File: src/rtl/wb_burst_sram_responder_if.sv
// Wishbone refill-bus bundle between the cache arbiter (master) and the SRAM responder (slave).
// Carries the bl/bry burst extension alongside the classic cyc/stb/ack handshake.
interface wb_burst_sram_responder_if;
  logic        wb_cyc_i;
  logic        wb_stb_i;
  logic        wb_we_i;
  logic [31:0] wb_adr_i;
  logic [3:0]  wb_sel_i;
  logic [9:0]  wb_bl_i;
  logic        wb_bry_i;
  logic [31:0] wb_dat_i;
  logic        wb_ack_o;
  logic [31:0] wb_dat_o;

  modport master (
    output wb_cyc_i, wb_stb_i, wb_we_i, wb_adr_i, wb_sel_i, wb_bl_i, wb_bry_i, wb_dat_i,
    input  wb_ack_o, wb_dat_o
  );

  modport slave (
    input  wb_cyc_i, wb_stb_i, wb_we_i, wb_adr_i, wb_sel_i, wb_bl_i, wb_bry_i, wb_dat_i,
    output wb_ack_o, wb_dat_o
  );
endinterface

File: src/rtl/wb_burst_sram_responder.sv
// Wishbone burst responder onto a 1-port SRAM: write ack at T+1, first read beat at T+3, then 1/cycle.
// bry low stalls pops; a 2-credit limit on buffered+in-flight reads pauses SRAM issue so nothing drops.
module wb_burst_sram_responder #(
  parameter int MEM_AW     = 9,
  parameter int FIFO_DEPTH = 2
) (
  input  logic                        clk,
  input  logic                        rstn,
  wb_burst_sram_responder_if.slave    wb,
  output logic                        sram_csb0,
  output logic                        sram_web0,
  output logic [3:0]                  sram_wmask0,
  output logic [MEM_AW-1:0]           sram_addr0,
  output logic [31:0]                 sram_din0,
  input  logic [31:0]                 sram_dout0
);

  typedef enum logic [1:0] {S_IDLE, S_WR, S_RD, S_DRAIN} state_t;

  localparam logic [2:0] CREDITS = 3'(FIFO_DEPTH);

  state_t            r_state;
  state_t            w_next;
  logic [MEM_AW-1:0] r_addr;
  logic [MEM_AW-1:0] r_last_addr;
  logic [31:0]       r_dat;
  logic [31:0]       r_last_din;
  logic [3:0]        r_sel;
  logic [9:0]        r_beats;
  logic [9:0]        r_issued;
  logic [9:0]        r_acked;
  logic              r_inflight;
  logic [31:0]       r_fifo [2];
  logic              r_wptr;
  logic              r_rptr;
  logic [1:0]        r_count;

  logic              w_req;
  logic              w_rd_active;
  logic              w_abort;
  logic              w_ack_rd;
  logic              w_ack_wr;
  logic              w_issue;
  logic              w_push;
  logic [2:0]        w_occ;
  logic              w_unused_adr;

  assign w_unused_adr = ^{wb.wb_adr_i[31:MEM_AW+2], wb.wb_adr_i[1:0]};

  assign w_req       = wb.wb_cyc_i & wb.wb_stb_i;
  assign w_rd_active = (r_state == S_RD) || (r_state == S_DRAIN);
  assign w_abort     = w_rd_active & ~wb.wb_cyc_i;
  assign w_ack_rd    = w_rd_active & (r_count != 2'd0) & wb.wb_bry_i & w_req;
  assign w_ack_wr    = (r_state == S_WR) & wb.wb_cyc_i;

  // Counting this cycle's pop as a freed credit is what keeps the stream bubble-free.
  assign w_occ   = {1'b0, r_count} + {2'b0, r_inflight} - {2'b0, w_ack_rd};
  assign w_issue = (r_state == S_RD) & wb.wb_cyc_i & (r_issued != r_beats) & (w_occ < CREDITS);
  assign w_push  = r_inflight & ~w_abort;

  assign wb.wb_ack_o = w_ack_rd | w_ack_wr;
  assign wb.wb_dat_o = w_ack_rd ? r_fifo[r_rptr] : 32'd0;

  always_comb begin
    w_next      = r_state;
    sram_csb0   = 1'b1;
    sram_web0   = 1'b1;
    sram_wmask0 = 4'd0;
    sram_addr0  = r_last_addr;
    sram_din0   = r_last_din;
    case (r_state)
      S_IDLE: begin
        if (w_req) begin
          w_next = wb.wb_we_i ? S_WR : S_RD;
        end
      end
      S_WR: begin
        sram_csb0   = 1'b0;
        sram_web0   = 1'b0;
        sram_wmask0 = r_sel;
        sram_addr0  = r_addr;
        sram_din0   = r_dat;
        w_next      = S_IDLE;
      end
      S_RD: begin
        if (w_issue) begin
          sram_csb0  = 1'b0;
          sram_addr0 = r_addr;
        end
        if (!wb.wb_cyc_i) begin
          w_next = S_IDLE;
        end else if ((r_issued + 10'(w_issue)) == r_beats) begin
          w_next = S_DRAIN;
        end
      end
      S_DRAIN: begin
        if (!wb.wb_cyc_i || ((r_acked + 10'(w_ack_rd)) == r_beats)) begin
          w_next = S_IDLE;
        end
      end
      default: w_next = S_IDLE;
    endcase
  end

  always_ff @(posedge clk or negedge rstn) begin
    if (!rstn) begin
      r_state     <= S_IDLE;
      r_addr      <= '0;
      r_last_addr <= '0;
      r_dat       <= 32'd0;
      r_last_din  <= 32'd0;
      r_sel       <= 4'd0;
      r_beats     <= 10'd0;
      r_issued    <= 10'd0;
      r_acked     <= 10'd0;
      r_inflight  <= 1'b0;
      r_fifo[0]   <= 32'd0;
      r_fifo[1]   <= 32'd0;
      r_wptr      <= 1'b0;
      r_rptr      <= 1'b0;
      r_count     <= 2'd0;
    end else begin
      r_state     <= w_next;
      r_last_addr <= sram_addr0;
      r_last_din  <= sram_din0;
      r_inflight  <= w_issue;

      if (r_state == S_IDLE && w_req) begin
        r_addr   <= wb.wb_adr_i[MEM_AW+1:2];
        r_sel    <= wb.wb_sel_i;
        r_dat    <= wb.wb_dat_i;
        r_beats  <= (wb.wb_bl_i == 10'd0) ? 10'd1 : wb.wb_bl_i;
        r_issued <= 10'd0;
        r_acked  <= 10'd0;
      end

      if (w_issue) begin
        r_addr   <= r_addr + 1'b1;
        r_issued <= r_issued + 10'd1;
      end

      // An abort also discards the read still in the SRAM pipeline (w_push is masked).
      if (w_abort) begin
        r_count <= 2'd0;
        r_wptr  <= 1'b0;
        r_rptr  <= 1'b0;
      end else begin
        if (w_push) begin
          r_fifo[r_wptr] <= sram_dout0;
          r_wptr         <= ~r_wptr;
        end
        if (w_ack_rd) begin
          r_rptr  <= ~r_rptr;
          r_acked <= r_acked + 10'd1;
        end
        r_count <= r_count + {1'b0, w_push} - {1'b0, w_ack_rd};
      end
    end
  end

endmodule
File: src/flat_wrapper.sv
// flat-port wrapper written by rule: the top's interface ports become plain ports
module wb_burst_sram_responder_flat 
#(
  parameter int MEM_AW     = 9,
  parameter int FIFO_DEPTH = 2
)
  (clk, rstn, sram_csb0, sram_web0, sram_wmask0, sram_addr0, sram_din0, sram_dout0, wb_wb_cyc_i, wb_wb_stb_i, wb_wb_we_i, wb_wb_adr_i, wb_wb_sel_i, wb_wb_bl_i, wb_wb_bry_i, wb_wb_dat_i, wb_wb_ack_o, wb_wb_dat_o);
  wb_burst_sram_responder_if wb_i ();
  input  logic clk;
  input  logic rstn;
  output logic sram_csb0;
  output logic sram_web0;
  output logic [3:0] sram_wmask0;
  output logic [MEM_AW-1:0] sram_addr0;
  output logic [31:0] sram_din0;
  input  logic [31:0] sram_dout0;
  input wire logic [$bits(wb_i.wb_cyc_i)-1:0] wb_wb_cyc_i;
  input wire logic [$bits(wb_i.wb_stb_i)-1:0] wb_wb_stb_i;
  input wire logic [$bits(wb_i.wb_we_i)-1:0] wb_wb_we_i;
  input wire logic [$bits(wb_i.wb_adr_i)-1:0] wb_wb_adr_i;
  input wire logic [$bits(wb_i.wb_sel_i)-1:0] wb_wb_sel_i;
  input wire logic [$bits(wb_i.wb_bl_i)-1:0] wb_wb_bl_i;
  input wire logic [$bits(wb_i.wb_bry_i)-1:0] wb_wb_bry_i;
  input wire logic [$bits(wb_i.wb_dat_i)-1:0] wb_wb_dat_i;
  output wire logic [$bits(wb_i.wb_ack_o)-1:0] wb_wb_ack_o;
  output wire logic [$bits(wb_i.wb_dat_o)-1:0] wb_wb_dat_o;
  assign wb_i.wb_cyc_i = wb_wb_cyc_i;
  assign wb_i.wb_stb_i = wb_wb_stb_i;
  assign wb_i.wb_we_i = wb_wb_we_i;
  assign wb_i.wb_adr_i = wb_wb_adr_i;
  assign wb_i.wb_sel_i = wb_wb_sel_i;
  assign wb_i.wb_bl_i = wb_wb_bl_i;
  assign wb_i.wb_bry_i = wb_wb_bry_i;
  assign wb_i.wb_dat_i = wb_wb_dat_i;
  assign wb_wb_ack_o = wb_i.wb_ack_o;
  assign wb_wb_dat_o = wb_i.wb_dat_o;
  wb_burst_sram_responder #(.MEM_AW(MEM_AW), .FIFO_DEPTH(FIFO_DEPTH)) u_core (.clk(clk), .rstn(rstn), .wb(wb_i), .sram_csb0(sram_csb0), .sram_web0(sram_web0), .sram_wmask0(sram_wmask0), .sram_addr0(sram_addr0), .sram_din0(sram_din0), .sram_dout0(sram_dout0));
endmodule
File: config.mk
export PLATFORM = sky130hd
export DESIGN_NAME = wb_burst_sram_responder_flat
export DESIGN_NICKNAME = d
export VERILOG_FILES = /design/src/rtl/wb_burst_sram_responder_if.sv /design/src/rtl/wb_burst_sram_responder.sv /design/src/flat_wrapper.sv
export SDC_FILE = /design/constraint.sdc
export NUM_CORES = 1
export LEC_CHECK = 0
export CORE_ASPECT_RATIO = 1.4
export CORE_MARGIN = 2
export CORE_UTILIZATION = 55
export CTS_CLUSTER_SIZE = 14
export DETAILED_ROUTE_END_ITERATION = 12
export PLACE_DENSITY_LB_ADDON = 0.12
export SYNTH_ARGS = -nofsm -noshare
export SYNTH_HDL_FRONTEND = slang
export SYNTH_SLANG_ARGS = --single-unit
File: constraint.sdc
create_clock -name clk -period 9.95 [get_ports clk]
set_clock_uncertainty 0.05 [all_clocks]
set_input_delay 0.995 -clock clk [delete_from_list [all_inputs] [get_ports clk]]
set_output_delay 0.995 -clock clk [all_outputs]
set_load 0.01 [all_outputs]
==> summary.txt, run 1 <==
Detailed routing
  – Drt drc: 0
  – Post-DRT Antenna Nets: 0
  – DRT iter0 DRCs: 242
  – DRT Pass-1 Iters: 4
  – DR vias/cell: roughly 5.6
  – WL/cell: 17.0 um
  – Routed vias: around 6.7k
  – Routed WL: roughly 20 mm

Clock tree
  – Clock slew seen by the registers of the worst setup and hold paths: roughly 0.07 ns
  – Hold buffers post-CTS: 0
  – CTS tree: done
  – Clk Latency, worst-skew pair: 0.43 ns
  – # H-tree levels: 4
  – Maximum buffer depth of the clock tree: 2
  – CTS buffer count: 17
  – CTS resizes: 0
  – Sink Count: 187
  – Clock root buffer: clkbuf_16
  – Setup bufs post-CTS: 0

Global routing
  – Vias in the first global route: 6,689
  – Congestion Overflow GR: 0
  – First-pass GRT wire length: 33.2 mm
  – Largest net degree at the start of global routing: roughly 100
  – Total track usage: 24.1%
  – Antenna violations before repair: 0

Job
  – Max Cap Viol: 0

Synth
  – Fraction of registers with async set/reset: 100%
  – Synth warn: 0
  – Syn Area/Cell: 10.6 sq um
  – Top FF cell, synth: dfrtp_1
  – Synthesized Nets: ~970
  – Synthesized cell area: slightly below 9000 sq um
  – Number of synthesized register bits: between 150 and 200
  – EDFF count, synth: 0
  – Synth cell types: 55
  – Seq/Total Area, Yosys: between 50% and 60%
  – Post-Synthesis Cells: 834

Placed design
  – HPWL after detailed placement: 13.6 mm
  – Number of buffers added on ports: 172
  – Global placer's final weighted congestion: roughly 0.88
  – Post-Place Worst Slack: 3.33 ns

Min path
  – Hold depth: 2
  – Tightest Hold Check Type: flop to flop

Critical path
  – Reg2Reg Depth: 22
  – CP arrival: 5.60 ns
  – Crit Path Max Fanout: 44
  – Crit end category: output pin
  – Crit-path max cell delay: between 0.6 and 0.7 ns
  – Startpoint types: primary input
  – CP cell instances: clkdlybuf4s50_1 -> nand2_1 -> or3_1 -> buf_4 -> inv_2 -> ha_1 -> nand2b_1 -> fa_1 -> xnor2_1 -> and3_1 -> o31ai_4 -> buf_4 -> a21boi_1 -> a22o_1 -> clkdlybuf4s50_1
  – Worst Path Required: 8.91 ns
  – Crit Path Class: primary input to output pin
  – Crit-path slowest cell: clkdlybuf4s50_1

Timing
  – Relative slew slack: between 30% and 40%
  – Worst-Margin Slew: between 1 and 1.5 ns
  – RSZ-0062 raised after global routing: no
  – Fin. Hold Viols: 0
  – Post-Route Setup TNS: 0 ns
  – Final setup margin: 3.30 ns
  – Post-route minimum period: 6.65 ns
  – Max Freq: ~150 MHz
  – # setup viols final: 0
  – Tcrit/Tclk final: 66.8%
  – Fin. max-slew vios: 0

Floorplan
  – Die Y: 154 um
  – Io pins: 196
  – Die width: ~110 um
  – Initial Utilization: between 50% and 60%
  – Rows: 54
  – Die area: 17,200 sq um
  – Core ar.: 15,700 sq um

Power and ir drop
  – P_leak: 5.01 nW
  – Final Power: 3.18 mW
  – Pwr per Cell Area: 281 nW/um^2
  – Worst IR drop on VDD: between 200 and 250 uV

Outcome
  – Status: finished, final reports clean

Cells and area
  – Layout cells sized above 1: 15.1%
  – Diodes inserted: 0
  – Synth-to-layout area growth: 27.6%
  – Nets: 1,118
==> synthesized netlist by cell type, types with 5 or more instances <==
| cell type | instances | area, sq um |
|---|---|---|
| mux2i_1 | 35 | 350 |
| o21ai_0 | 33 | 165 |
| buf_2 | 10 | 50.1 |
| mux2_2 | 98 | 1100 |
| nor3_1 | 5 | 25.0 |
| nand3_1 | 19 | 95.1 |
| clkbuf_1 | 29 | 109 |
| xnor2_1 | 24 | 210 |
| nand4_1 | 9 | 56.3 |
| and2_1 | 8 | 50.1 |
| and3_1 | 8 | 50.1 |
| a22o_1 | 9 | 78.8 |
| o31ai_1 | 5 | 37.5 |
| ha_1 | 16 | 200 |
| nand2_1 | 168 | 631 |
| nor2_1 | 65 | 244 |
| inv_1 | 10 | 37.5 |
| xor2_1 | 11 | 96.3 |
| buf_1 | 8 | 30.0 |
| dfrtp_1 | 187 | 4680 |
| a31oi_1 | 10 | 62.6 |
| a21oi_1 | 20 | 100 |
==> path summary, 6_finish.rpt <==
kind,slack [ns],from,end
worst min register to register,0.42,u_core.r_sel[1]$_DFFE_PN0P_,u_core.r_sel[1]$_DFFE_PN0P_
worst max-delay path,3.30,wb_wb_cyc_i,sram_addr0[3]
min in group asynchronous,0.61,rstn,u_core.r_last_addr[8]$_DFF_PN0_
worst max register to register,4.33,u_core.r_state[0]$_DFFE_PN0P_,u_core.r_state[1]$_DFFE_PN0P_
max in group asynchronous,7.70,rstn,u_core.r_fifo[51]$_DFFE_PN0P_
worst min-delay path,0.42,u_core.r_sel[1]$_DFFE_PN0P_,u_core.r_sel[1]$_DFFE_PN0P_
==> stage by stage <==
step / hold slack [ns] / area, sq um / utilization [%] / instances
floorplan: 0.388 / 8870 / - / 834
global placement: 0.401 / 10700 / 68.4 / 1162
detailed placement: 0.407 / 10700 / 68.4 / 1162
CTS: 0.423 / 11300 / 72.2 / 1194
global route: 0.448 / 11300 / 72.2 / 1194
finish: 0.422 / 11300 / 72.2 / 1194
==> layout by cell type (no fill, tap or decap), types with 3 or more instances in the layout <==
master,instances
nand2_1,168
mux2i_1,35
nand3_1,18
ha_1,15
a22o_1,9
buf_4,7
nor3_1,5
a21oi_1,20
or3_1,3
clkdlybuf4s50_1,171
xor2_1,11
and2_0,3
nand4_1,9
o41ai_1,3
dfrtp_1,186
and2_1,8
nor2_1,65
inv_6,4
mux2_2,98
o21ai_0,33
o31ai_1,5
inv_1,10
xnor2_1,24
nand2b_1,3
and3_1,7
a31oi_1,10
clkbuf_16,17
==> layer usage <==
layer | vias up | track usage (%) | wire length (um)
met2 | 192 | 42.4 | 10400
met1 | 3274 | 27.8 | 8010
met5 | - | 0 | 0
met4 | 0 | 8.23 | 475
met3 | 35 | 7.80 | 1350
li1 | 3150 | - | -
==> sequential cells by signal, indices dropped and copies added (netlist names), 2 cells and up <==
signal and flops:
u_core.r_fifo 64, u_core.r_dat 32, u_core.r_last_din 32, u_core.r_acked 10, u_core.r_beats 10, u_core.r_issued 10, u_core.r_addr 9, u_core.r_last_addr 9
u_core.r_sel 4, u_core.r_count 2, u_core.r_state 2
==> area by class of cell <==
cell class	instances	area, sq um
sequential	187	4680
inverter	12	45.0
clock inverter	13	153
clock buffer	19	453
tap	196	245
fill	1190	4360
multi-input combinational	588	3970
timing repair buffer	179	1780
==> logic make-up after synthesis <==
family,after synthesis,share of synthesized area (%)
adders and majority gates,17,2.48
buffers and inverters,59,2.64
muxes,134,16.5
AOI/OAI and AO/OA,98,7.14
xor gates and xnor gates,37,3.82
DFF,187,52.7
and+or+nand+nor,302,14.7
==> power by group <==
part,internal (mW),total (mW),switching (mW)
Clock,0.390,0.688,0.298
Combinational,0.660,1.21,0.545
Sequential,1.07,1.29,0.219
==> critical path, delay by kind of cell <==
| kind | cells | cell delay [ns] |
|---|---|---|
| adders and majority gates | 2 | 0.65 |
| xor gates and xnor gates | 1 | 0.13 |
| buffers and inverters | 5 | 1.93 |
| AOI/OAI and AO/OA | 3 | 0.98 |
| and+or+nand+nor | 4 | 0.87 |
Note: power is estimated with default switching activity, not from simulation.
==> run 2: changes to the inputs <==
CORE_UTILIZATION = 51   (was 55)
clock period = 6.5 ns   (was 9.95 ns; I/O delays follow)
==> run 2 against run 1 <==
Compared with the run above:
- final cell count rose by 3.5%
- total power is 52% higher
- worst hold slack got worse by 0.31 ns
- sequential power rose by 52%
- critical endpoint is now sram_addr0[2]
- largest cell class unchanged
==> summary.txt, run 2 (synthesis results as in run 1) <==
Outcome
  – Status: finished, final reports clean

Critical path
  – Crit-path max cell delay: 0.61 ns (about the same)
  – Crit Path Class: primary input to output pin
  – Worst Path Required: 5.80 ns (-3.11 ns)
  – CP arrival: 4.79 ns (-0.81 ns)
  – Startpoint types: primary input
  – Crit Path Max Fanout: 12 (-73%)
  – Delay-heaviest family, CP: buffers and inverters
  – Worst path bufs/invs: 3 (-2)
  – CP cell instances: clkdlybuf4s50_1 -> nand2_1 -> or3_1 -> inv_2 -> ha_1 -> nand2b_1 -> fa_1 -> xnor2_1 -> and3_1 -> o31ai_4 -> a21boi_1 -> a22o_1 -> clkdlybuf4s50_1
  – CP most frequent cell: clkdlybuf4s50_1
  – Crit-path slowest cell: clkdlybuf4s50_1
  – Crit end category: output pin

Power and ir drop
  – Worst IR drop on VDD: 247 uV (+7.7%)
  – Pwr per Cell Area: 426 nW/um^2 (+52%)
  – P_leak: 5.01 nW (about the same)

Clock tree
  – Hold buffers post-CTS: 0 (unchanged)
  – Sink Count: 187 (unchanged)
  – # H-tree levels: 4 (unchanged)
  – Maximum buffer depth of the clock tree: 2 (unchanged)
  – Clk Latency, worst-skew pair: 0.43 ns (about the same)
  – Clock slew seen by the registers of the worst setup and hold paths: 0.08 ns (about the same)
  – Clock root buffer: clkbuf_16
  – CTS tree: done
  – Setup bufs post-CTS: 0 (unchanged)
  – CTS resizes: 0 (unchanged)
  – CTS buffer count: 17 (unchanged)

Cells and area
  – Most flop-heavy register: u_core.r_fifo
  – Biggest regs: u_core.r_fifo (64), u_core.r_dat (32), u_core.r_last_din (32)
  – Diodes inserted: 0 (unchanged)
  – Number of fill cells: 1,406 (+18%)
  – Post-layout util: 66.3% (-6.0 points)
  – Most common cell after layout, fill and taps aside: dfrtp_1
  – Final Cell Area: 11,400 sq um (+0.60%)
  – Max reg flops: 64 (unchanged)
  – Nets: 1,120 (+0.18%)
  – Most frequent cells in the layout: dfrtp_1 (186), clkdlybuf4s50_1 (171), nand2_1 (168), mux2_2 (98), nor2_1 (65)
  – Synth-to-layout area growth: 28.3%
  – Layout cells sized above 1: 15.2% (+0.070 points)

Timing
  – Tcrit/Tclk final: 84.4%
  – Fin. max-slew vios: 0 (unchanged)
  – Max Freq: 182 MHz
  – Hold Slack: 0.114 ns (-0.308 ns)
  – Fin. Hold Viols: 0 (unchanged)
  – Post-route minimum period: 5.49 ns
  – Post-Route Setup TNS: 0 ns (unchanged)
  – Relative slew slack: 31.1% (+0.82 points)
  – Worst-Margin Slew: 1.03 ns (-0.0123 ns)
  – # setup viols final: 0 (unchanged)
  – RSZ-0062 raised after global routing: no
  – Final setup margin: 1.01 ns (-2.29 ns)

Floorplan
  – Core ar.: 17,200 sq um (+9.7%)
  – Rows: 57 (+5.6%)
  – Initial Utilization: 51.6% (-5.0 points)
  – Die width: 115 um (+3.7%)
  – Die Y: 160 um (+3.7%)
  – Die area: 18,500 sq um (+7.6%)
  – Io pins: 196 (unchanged)

Detailed routing
  – DRT iter0 DRCs: 245 (+1.2%)
  – DR vias/cell: 5.34 (-4.1%)
  – DRT Pass-1 Iters: 4 (unchanged)
  – Routed WL: 20.3 mm (+0.19%)
  – Drt drc: 0 (unchanged)
  – WL/cell: 16.4 um (-3.2%)
  – Routed vias: 6,605 (-0.69%)
  – Post-DRT Antenna Nets: 0 (unchanged)

Placed design
  – HPWL after detailed placement: 13.7 mm (about the same)
  – Global placer's final weighted congestion: 0.887 (+0.21%)
  – Number of buffers added on ports: 172 (unchanged)
  – Post-Place Worst Slack: 1.02 ns (-2.31 ns)
  – Placed Area: 10,800 sq um (+0.61%)

Global routing
  – Total track usage: 22.9% (-1.2 points)
  – Vias in the first global route: 6,741 (+0.78%)
  – Antenna violations before repair: 0 (unchanged)
  – Largest net degree at the start of global routing: 80 (-23%)
  – First-pass GRT wire length: 33.1 mm (-0.39%)
  – Congestion Overflow GR: 0 (unchanged)

Min path
  – Tightest Hold Check Type: primary input to async pin

Job
  – Max Cap Viol: 0 (unchanged)
==> run 2: cell count changes in the layout (fill, tap and decap cells not counted), moves of 2 or more <==
| cell | delta |
|---|---|
| clkbuf_8 | -2 |
| clkinv_8 | +4 |
| clkinv_2 | -2 |
| buf_4 | +2 |
==> run 2: report_power, final <==
group / internal [mW] / leakage, nW / switching (mW)
Clock: 0.553 / 0.289 / 0.497
Sequential: 1.64 / 2.36 / 0.324
Combinational: 1.01 / 2.37 / 0.831
Total: 3.20 / 5.01 / 1.65
==> run 2: area by class of cell <==
class                           instances  area (sq um)  share of cell area [%]
Inverter                               12          45.0                   0.396
Clock inverter                         14           179                    1.57
Timing Repair Buffer                  181          1790                    15.7
Multi-Input combinational cell        588          3970                    34.8
Sequential cell                       187          4680                    41.1
Tap cell                              236           295                    2.59
Clock buffer                           18           429                    3.77
==> run 2: per-layer routing <==
metal / part of all wire (%) / wire length (um) / global-route usage, % / up-vias
li1: - / - / - / 3154
met1: 40 / 8200 / 26.8 / 3260
met2: 51 / 10300 / 39.2 / 158
met3: 6.1 / 1250 / 6.98 / 33
met4: 2.5 / 507 / 8.32 / 0
met5: 0 / 0 / 0 / -
==> run 2: stage by stage <==
step           instances  total power, mW
2_1_floorplan        834             3.08
3_3_place_gp        1204             3.80
3_5_place_dp        1204             3.84
4_1_cts             1236             4.91
5_1_grt             1236             5.18
6_report            1236             4.86
==> run 2: worst paths after layout <==
| path | startpoint | end | slack [ns] | cells past startpoint |
|---|---|---|---|---|
| worst max-delay path | wb_wb_cyc_i | sram_addr0[2] | 1.01 | 13 |
| worst min-delay path | rstn | u_core.r_state[0]$_DFFE_PN0P_ | 0.11 | 1 |
| worst max register to register | u_core.r_state[0]$_DFFE_PN0P_ | u_core.r_state[0]$_DFFE_PN0P_ | 1.39 | 20 |
| worst min register to register | u_core.r_dat[16]$_DFFE_PN0P_ | u_core.r_dat[16]$_DFFE_PN0P_ | 0.42 | 2 |
| max in group asynchronous | rstn | u_core.r_dat[28]$_DFFE_PN0P_ | 4.89 | 2 |
| min in group clk | u_core.r_dat[16]$_DFFE_PN0P_ | u_core.r_dat[16]$_DFFE_PN0P_ | 0.42 | 2 |
==> run 3: changes to the inputs <==
clock period = 5.1 ns   (was 6.5 ns; I/O delays follow)
==> run 3 against run 2 <==
Compared with the run above:
- setup slack got worse by 0.77 ns
- non-clock buffer count rose by 4
- via count fell by 0.48%
- flip-flop and latch count did not move
- largest power group unchanged
- highest routed layer unchanged
==> summary.txt, run 3 (synthesis results as in run 1) <==
Outcome
  – Status: finished, final reports clean

Clock tree
  – CTS resizes: 0 (unchanged)
  – Hold buffers post-CTS: 0 (unchanged)
  – Setup bufs post-CTS: 0 (unchanged)
  – CTS buffer count: 17 (unchanged)
  – Clk Latency, worst-skew pair: 0.43 ns (about the same)
  – Clock root buffer: clkbuf_16
  – # H-tree levels: 4 (unchanged)
  – Sink Count: 187 (unchanged)
  – CTS tree: done
  – Clock slew seen by the registers of the worst setup and hold paths: 0.07 ns (about the same)
  – Maximum buffer depth of the clock tree: 2 (unchanged)

Floorplan
  – Die Y: 160 um (unchanged)
  – Die area: 18,500 sq um (unchanged)
  – Core ar.: 17,200 sq um (unchanged)
  – Io pins: 196 (unchanged)
  – Die width: 115 um (unchanged)
  – Rows: 57 (unchanged)
  – Initial Utilization: 51.6% (unchanged)

Critical path
  – Reg2reg start: u_core.r_state[0]$_DFFE_PN0P_
  – Worst path bufs/invs: 4 (+1)
  – CP cell instances: inv_1 -> ha_1 -> nor2_1 -> or3_1 -> inv_2 -> ha_1 -> nand2b_1 -> fa_1 -> xnor2_1 -> and3_1 -> o31ai_4 -> buf_4 -> nand2_1 -> nand2_1 -> a22o_1 -> clkdlybuf4s50_1
  – CP arrival: 4.30 ns (-0.49 ns)
  – Worst Path Required: 4.54 ns (-1.26 ns)
  – Crit end category: output pin
  – Crit Path Class: flop to output pin
  – Critical path origin: u_core.r_state[0]$_DFFE_PN0P_
  – Crit Path Max Fanout: 26 (+14)
  – Delay-heaviest family, CP: simple AND/OR/NAND/NOR gates
  – Crit-path slowest cell: clkdlybuf4s50_1
  – Startpoint types: flop
  – Crit-path max cell delay: 0.56 ns (-0.05 ns)

Detailed routing
  – Met2 wire length: 10.5 mm (+1.6%)
  – M1 WL: 8.43 mm (+2.8%)
  – Routed vias: 6,573 (-0.48%)
  – Highest routed layer: met4
  – DRT iter0 DRCs: 365 (+49%)
  – Post-DRT Antenna Nets: 0 (unchanged)
  – WL/cell: 16.7 um (+1.4%)
  – Met3 wire len: 1.24 mm (-0.32%)
  – DRT Pass-1 Iters: 4 (unchanged)
  – DR vias/cell: 5.31 (-0.73%)
  – Routed WL: 20.6 mm (+1.7%)
  – Drt drc: 0 (unchanged)

Timing
  – Worst-Margin Slew: 1.02 ns (-0.0128 ns)
  – Fin. max-slew vios: 0 (unchanged)
  – Relative slew slack: 31.9% (+0.85 points)
  – Max Freq: 206 MHz
  – # setup viols final: 0 (unchanged)
  – RSZ-0062 raised after global routing: no
  – Post-route minimum period: 4.86 ns
  – Tcrit/Tclk final: 95.3%
  – Fin. Hold Viols: 0 (unchanged)
  – Post-Route Setup TNS: 0 ns (unchanged)

Power and ir drop
  – Switch Pwr: 2.10 mW (+27%)
  – Pwr per Cell Area: 543 nW/um^2 (+27%)
  – Logic pwr share: 38.3% (+0.4 points)
  – Clk network pwr share: 21.1% (-0.5 points)
  – Sequential share of power: 40.6% (+0.2 points)
  – P_leak: 5.02 nW (+0.24%)
  – Worst IR drop on VDD: 318 uV (+29%)
  – Net Sw Frac: 34.0% (-0.057 points)
  – P_int: 4.08 mW (+27%)

Global routing
  – First-pass GRT wire length: 33.7 mm (+2.0%)
  – Largest net degree at the start of global routing: 101 (+26%)
  – Total track usage: 23.3% (+0.39 points)
  – Antenna violations before repair: 0 (unchanged)
  – Vias in the first global route: 6,679 (-0.92%)
  – Congestion Overflow GR: 0 (unchanged)

Cells and area
  – Synth-to-layout area growth: 28.3% (unchanged)
  – Diodes inserted: 0 (unchanged)
  – Layout cells sized above 1: 15.6% (+0.35 points)
  – Most common cell after layout, fill and taps aside: dfrtp_1
  – Most flop-heavy register: u_core.r_fifo
  – Biggest regs: u_core.r_fifo (64), u_core.r_dat (32), u_core.r_last_din (32)
  – Max reg flops: 64 (unchanged)
  – Nets: 1,124 (+0.36%)
  – Non-filler cells, final: 1,239 (+0.24%)
  – Most frequent cells in the layout: dfrtp_1 (186), clkdlybuf4s50_1 (171), nand2_1 (168), mux2_2 (98), nor2_1 (65)

Min path
  – Tightest Hold Check Type: primary input to async pin

Placed design
  – Placed Cells: 1,208 (+0.33%)
  – Global placer's final weighted congestion: 0.877 (-1.1%)
  – Number of buffers added on ports: 172 (unchanged)
  – HPWL after detailed placement: 14.0 mm (+2.7%)

Job
  – Max Cap Viol: 0 (unchanged)
## run 3: cell count changes in the layout (fill, tap and decap cells not counted), sizes merged
cell and delta:
buf +4, clkinv -2, inv +2, clkbuf -1
## run 3: worst reg2reg max path: stages, from the launching register on
cell and delay [ns]:
dfrtp_1 0.40, inv_1 0.13, ha_1 0.19, nor2_1 0.09
or3_1 0.41, inv_2 0.07, ha_1 0.21, nand2b_1 0.15
fa_1 0.38, xnor2_1 0.13, and3_1 0.21, o31ai_4 0.07
inv_2 0.06, ha_1 0.21, ha_1 0.23, and2_1 0.17
o21ai_0 0.16, a31oi_1 0.11, o41ai_1 0.40, o2111ai_1 0.27
mux2i_1 0.17
## run 3: worst paths after layout
check                                            endpoint  slack [ns]  cells past startpoint
max                                         sram_addr0[2]        0.24                     16
min                        u_core.r_issued[4]$_DFFE_PN0P_        0.11                      1
max reg2reg                 u_core.r_state[0]$_DFFE_PN0P_        0.69                     20
min reg2reg                   u_core.r_sel[0]$_DFFE_PN0P_        0.42                      2
max in group asynchronous   u_core.r_fifo[61]$_DFFE_PN0P_        3.57                      2
min in group clk              u_core.r_sel[0]$_DFFE_PN0P_        0.42                      2
## run 3: routing by layer
metal | up-vias | global-route usage (%)
met5 | - | 0
met4 | 0 | 6.79
met3 | 30 | 6.79
met2 | 152 | 38.7
met1 | 3231 | 29.2
li1 | 3160 | -
## run 3: metrics by stage
step	power [mW]	hold WS, ns	instance area (sq um)	setup slack, ns	utilization (%)
4_1_cts	6.25	0.152	11400	0.205	66.3
3_5_place_dp	4.92	0.405	10800	0.372	62.9
3_3_place_gp	4.86	0.402	10800	0.401	62.9
2_1_floorplan	3.93	0.164	8870	0.469	-
6_report	6.19	0.108	11400	0.239	66.3
5_1_grt	6.60	0.179	11400	0.0126	66.3
## run 3: power by group through the flow
stage | registers, mW | clock network (mW) | logic [mW]
after CTS | 2.51 | 1.33 | 2.40
after detailed placement | 2.54 | 0 | 2.38
final | 2.51 | 1.30 | 2.37
after global placement | 2.52 | 0 | 2.34
after global routing | 2.59 | 1.41 | 2.60
after floorplan | 2.35 | 0 | 1.58
## run 3: area by class of cell
cell class                      count  area (sq um)
Fill cell                        1402          5800
Multi-Input combinational cell    588          3970
Clock buffer                       17           425
Clock inverter                     14           153
Tap cell                          236           295
Timing Repair Buffer              185          1820
Sequential cell                   187          4680
Inverter                           12          45.0
